## config.mk

```make
export PLATFORM = sky130hd
export DESIGN_NAME = popcount_seq
export DESIGN_NICKNAME = d
export VERILOG_FILES = /design/src/rtl/popcount_pkg.sv /design/src/rtl/nibble_ones_onehot.sv /design/src/rtl/popcount_seq.sv
export SDC_FILE = /design/constraint.sdc
export NUM_CORES = 1
export LEC_CHECK = 0
export CAP_MARGIN = 10
export CORE_UTILIZATION = 46
export CTS_CLUSTER_SIZE = 40
export DETAILED_ROUTE_END_ITERATION = 8
export PLACE_DENSITY = 0.74
export SLEW_MARGIN = 0
export SYNTH_ARGS = -nofsm -noshare
export SYNTH_HDL_FRONTEND = slang
export SYNTH_SLANG_ARGS = --single-unit
```

## constraint.sdc

```tcl
create_clock -name clk -period 2.5 [get_ports clk]
set_input_delay 0.25 -clock clk [delete_from_list [all_inputs] [get_ports clk]]
set_output_delay 0.25 -clock clk [all_outputs]
set_load 0.01 [all_outputs]
```

## src/rtl/popcount_pkg.sv

```systemverilog
// Shared types and helpers for the nibble-serial population counter.
package popcount_pkg;

  localparam int unsigned NIB_W = 4;

  typedef enum logic [1:0] {
    IDLE = 2'd0,
    RUN  = 2'd1,
    DONE = 2'd2
  } state_e;

  // One-hot ones count {4,3,2,1,0} to binary; anything not one-hot maps to 0.
  function automatic logic [2:0] onehot5_to_bin(input logic [4:0] oh);
    logic [2:0] bin;
    case (oh)
      5'b00001: bin = 3'd0;
      5'b00010: bin = 3'd1;
      5'b00100: bin = 3'd2;
      5'b01000: bin = 3'd3;
      5'b10000: bin = 3'd4;
      default:  bin = 3'd0;
    endcase
    return bin;
  endfunction

endpackage

```

## src/rtl/nibble_ones_onehot.sv

```systemverilog
// Four-input ones counter with a one-hot result: bit k set means k ones.
module nibble_ones_onehot
  import popcount_pkg::*;
(
  input  logic [NIB_W-1:0] nib,
  output logic [4:0]       onehot_c
);

  logic [2:0] cnt;

  // Sum the four bits, then decode the sum to a one-hot position.
  always_comb begin
    cnt      = 3'(nib[0]) + 3'(nib[1]) + 3'(nib[2]) + 3'(nib[3]);
    onehot_c = 5'b00001 << cnt;
  end

endmodule

```

## src/rtl/popcount_seq.sv

```systemverilog
// Population count of a DATA_W-bit word, one nibble per cycle through a
// single shared one-hot ones counter. Optional threshold compare is built
// when POPSEQ_THRESH_EN is defined (adds thr input and out_ge output).
module popcount_seq
  import popcount_pkg::*;
#(
  parameter  int unsigned DATA_W = 16,
  localparam int unsigned CNT_W  = $clog2(DATA_W + 1)
) (
  input  logic              clk,
  input  logic              rst_n,
  input  logic              in_valid,
  output logic              in_ready,
  input  logic [DATA_W-1:0] in_data,
  output logic              out_valid,
  input  logic              out_ready,
  output logic [CNT_W-1:0]  out_count,
  output logic              busy
`ifdef POPSEQ_THRESH_EN
  ,
  input  logic [CNT_W-1:0]  thr,
  output logic              out_ge
`endif
);

  localparam int unsigned NIB   = DATA_W / NIB_W;
  localparam int unsigned IDX_W = (NIB > 1) ? $clog2(NIB) : 1;

  // Reject widths that do not split into whole nibbles.
  generate
    if ((DATA_W % NIB_W) != 0 || DATA_W < NIB_W) begin : g_bad_width
      $error("popcount_seq: DATA_W must be a multiple of 4 and at least 4");
    end
  endgenerate

  state_e             state_q, state_d;
  logic [DATA_W-1:0]  shreg_q, shreg_d;
  logic [IDX_W-1:0]   idx_q, idx_d;
  logic [CNT_W-1:0]   acc_q, acc_d;
  logic [CNT_W-1:0]   out_count_d;
  logic [4:0]         cnt_oh;
  logic [2:0]         nib_bin;
`ifdef POPSEQ_THRESH_EN
  logic [CNT_W-1:0]   thr_q, thr_d;
  logic               out_ge_d;
`endif

  nibble_ones_onehot u_cnt (
    .nib      (shreg_q[NIB_W-1:0]),
    .onehot_c (cnt_oh)
  );

  assign nib_bin = onehot5_to_bin(cnt_oh);

  // Next-state and datapath updates; hold everything unless the state acts.
  always_comb begin
    state_d     = state_q;
    shreg_d     = shreg_q;
    idx_d       = idx_q;
    acc_d       = acc_q;
    out_count_d = out_count;
`ifdef POPSEQ_THRESH_EN
    thr_d       = thr_q;
    out_ge_d    = out_ge;
`endif
    case (state_q)
      IDLE: begin
        if (in_valid) begin
          shreg_d = in_data;
          acc_d   = '0;
          idx_d   = '0;
`ifdef POPSEQ_THRESH_EN
          thr_d   = thr;
`endif
          state_d = RUN;
        end
      end
      RUN: begin
        acc_d   = acc_q + CNT_W'(nib_bin);
        shreg_d = shreg_q >> NIB_W;
        idx_d   = idx_q + IDX_W'(1);
        if (idx_q == IDX_W'(NIB - 1)) begin
          out_count_d = acc_d;
`ifdef POPSEQ_THRESH_EN
          out_ge_d    = (acc_d >= thr_q);
`endif
          state_d     = DONE;
        end
      end
      DONE: begin
        if (out_ready) begin
          state_d = IDLE;
        end
      end
      default: state_d = IDLE;
    endcase
  end

  // State, datapath and registered handshake outputs.
  always_ff @(posedge clk or negedge rst_n) begin
    if (!rst_n) begin
      state_q   <= IDLE;
      shreg_q   <= '0;
      idx_q     <= '0;
      acc_q     <= '0;
      out_count <= '0;
      in_ready  <= 1'b1;
      out_valid <= 1'b0;
      busy      <= 1'b0;
`ifdef POPSEQ_THRESH_EN
      thr_q     <= '0;
      out_ge    <= 1'b0;
`endif
    end else begin
      state_q   <= state_d;
      shreg_q   <= shreg_d;
      idx_q     <= idx_d;
      acc_q     <= acc_d;
      out_count <= out_count_d;
      in_ready  <= (state_d == IDLE);
      out_valid <= (state_d == DONE);
      busy      <= (state_d != IDLE);
`ifdef POPSEQ_THRESH_EN
      thr_q     <= thr_d;
      out_ge    <= out_ge_d;
`endif
    end
  end

  // Counter output must always be one-hot while it is being consumed.
  always_ff @(posedge clk) begin
    if (rst_n && state_q == RUN) begin
      assert ($onehot(cnt_oh))
        else $error("popcount_seq: nibble counter output not one-hot");
    end
  end

endmodule

```

==> impl_metrics.ini <==
[status]
status = finished, violations left
violations = setup timing

[cts]
hold_buffers = 0
clockBufferDepth = 2
clockRootBuffer = clkbuf_4
cts_tree = built
htree_levels = 2
clock_latency_ns = 0.34
clkSinkCount = 33
clk_pin_slew_ns = 0.10
cts_buffers = 5

[logic_synthesis]
netlist_area_sq_um = 1590
ys_seq_area_share_pct = 52.0
synth_nets = 182
yosysUniqueCellTypes = 27
synth_cells = 154
yosysWarnings = 0
ys_seq_elements = 33
syn_area_per_cell_sq_um = 10.3

[grt]
gr-total-overflow = 0
grt_pass1_vias = 1221
track_usage_pct = 20.5
grt_pass1_wl_um = 5340
grt_max_degree = 34
antenna_found_initial = 0

[floorplan]
start_util_pct = 50.4
core-area_sq_um = 3150
fp.dieW_um = 60.8
io_pins = 28
die_area_sq_um = 3700
rows = 20
dieHeight_um = 60.8

[routing]
wl_met2_um = 1690
route.top_layer_used = met4
drt-met1-wl_um = 1360
antenna_left = 0
wl_um = 3310
drtPass1Iterations = 4
routedWlPerCell_um = 14.1
dr_total_vias = 1162
drc = 0
via_per_inst = 4.97
wl_met3_um = 185
drt-initial-drc-count = 23

[final_layout]
syn2layout_area_growth_pct = 30.1
final_core_util_pct = 65.6
drive_above_1_share_pct = 20.5
fillers = 263
multi_input_area_sq_um = 761
num-nets-final = 217
regArea_sq_um = 827
n_antenna_cell = 0

[timing]
hold_violations = 0
tightest_slew_ns = 0.555
slew_viol_final = 0
finalCriticalPeriod_ns = 2.54
finalCritPeriodShare_pct = 102
fmax_mhz = 393
holdWs_ns = 0.302
setup_slack_ns = -0.0427
skew_ns = 0.0104
rsz0062_at_grt = true
setup_viol_count_final = 1
maxSlewHeadroom_pct = 63.0

[setup_path]
path_delay_family = adder cells
cp_max_fo = 2
cp_slowest_stage_delay_ns = 0.45
endpoint_kind = flop
critPathKind = reg2reg
r2r_setup_slack_ns = -0.04
cp_cell_sequence = ha_1 > inv_2 > fa_2 > nor2_2 > ha_2 > inv_2 > fa_2 > nor2b_4 > o21ai_2 > xor2_2 > o22ai_1
arrival_ns = 2.80
critPathRequiredTime_ns = 2.76
critPathSlowestCell = fa_2
start_kind = flop
path_buf_inv = 2

[pwr]
irDropWorstVdd_mv = 0.514
p_per_area_nw_per_um2 = 1250
leakagePower_uw = 0.000912

[placed_design]
portBuffers = 27
dp_hpwl_um = 2200
gp_congestion = 0.711

[run]
drv_cap = 0

[hold_path]
min_path_type = in2async
## cells in the final DEF, fill, tap and decap left out, types with 2 or more instances in the layout
cell type	Yosys	layout
inv_2	0	4
a21oi_1	3	2
o21ai_0	6	5
buf_4	3	7
inv_1	8	4
dfrtp_1	32	32
clkinv_2	0	2
nor2_1	4	3
ha_4	0	3
nand2_1	37	37
o22ai_1	3	3
xor2_2	0	2
mux2i_1	10	10
ha_1	6	2
clkbuf_4	0	5
fa_2	0	2
o21bai_1	2	2
buf_6	2	2
o21ai_1	18	18
clkdlybuf4s50_1	0	27
## repair_timing
item | CTS | global route
pin swaps | 8 | 11
setup buffers | 2 | 0
gates resized for setup | 10 | 13
setup endpoints to repair | 5 | 6
## sequential cells by signal, summed over array words and instances, names as in the netlist
| register | cells |
|---|---|
| shreg_q | 16 |
| acc_q | 5 |
| out_count | 5 |
| idx_q | 2 |
| state_q | 2 |
| busy | 1 |
| in_ready | 1 |
| out_valid | 1 |
## routing by layer
metal / up-vias / global-route usage, %
li1: 577 / -
met1: 547 / 23.0
met2: 32 / 35.2
met3: 6 / 6.61
met4: 0 / 10.4
met5: - / 0
## where the power goes
part           internal (uW)  switching (uW)
clock network            107             181
logic                    665             720
registers                764             154
## stage by stage
| stage | setup WS (ns) | area, sq um | TNS, ns | power (uW) | std cells |
|---|---|---|---|---|---|
| global route | -0.131 | 2070 | -0.455 | 2790 | 234 |
| finish | -0.0427 | 2070 | -0.0427 | 2590 | 234 |
| global placement | 0.00107 | 1900 | 0 | 2000 | 224 |
| floorplan | 0.0721 | 1590 | 0 | 1720 | 154 |
| CTS | -0.0183 | 2010 | -0.0183 | 2440 | 234 |
| detailed placement | -0.148 | 1900 | -0.468 | 2080 | 224 |
## synth_stat cells
library cell  number  area share (%)
xor2_1             3             1.7
ha_1               6             4.7
nand2b_1           2            0.79
nor3b_2            1            0.79
mux2i_1           10             6.3
inv_1              8             1.9
and3b_1            1            0.55
buf_12             1             1.3
a21oi_1            3            0.94
nand2_4            1            0.71
mux2_4             1            0.94
o21ai_0            6             1.9
buf_6              2             1.4
o21ai_1           18             5.7
o22ai_1            3             1.2
o311ai_0           1            0.55
dfrtp_1           32              50
o21bai_1           2            0.94
a21o_1             1            0.47
nor2b_1            2            0.79
nor2_1             4            0.94
fa_1               2             2.5
buf_2              2            0.63
nand2_1           37             8.7
nand3_1            1            0.31
buf_4              3             1.4
dfstp_2            1             1.7
## final cells by class
cell class	count	share of cell area (%)
sequential	33	40.0
multi-input combinational	105	36.8
timing repair buffer	36	16.7
clock inverter	2	0.484
clock buffer	6	2.00
inverter	8	1.45
tap	44	2.66
## worst register-to-register path: cells and delay by family (launching register included)
family / cells / cell delay (ns)
adders and majority gates: 4 / 1.32
xor gates and xnor gates: 1 / 0.16
buffers and inverters: 2 / 0.11
and+or+nand+nor: 2 / 0.23
AOI/OAI and AO/OA: 2 / 0.24
DFF: 1 / 0.40
## logic make-up after synthesis
logic type / share of synthesized area, %
AND/OR/NAND/NOR: 13.6
AO/OA/AOI/OAI: 11.6
flip-flops: 52.0
buffers and inverters: 6.61
multiplexers: 7.24
adder cells (fa/ha/maj): 7.24
XOR/XNOR: 1.65
## path summary, 6_finish.rpt
kind                               from      endpoint  depth (start not counted)
hold / removal                    rst_n  out_count[2]                          2
setup reg to reg             shreg_q[0]      acc_q[4]                         11
hold reg to reg            out_count[1]  out_count[1]                          2
min in group clk            in_data[14]   shreg_q[14]                          3
max in group asynchronous         rst_n      in_ready                          2
setup / recovery             shreg_q[0]      acc_q[4]                         11
Note: power is estimated with default switching activity, not from simulation.
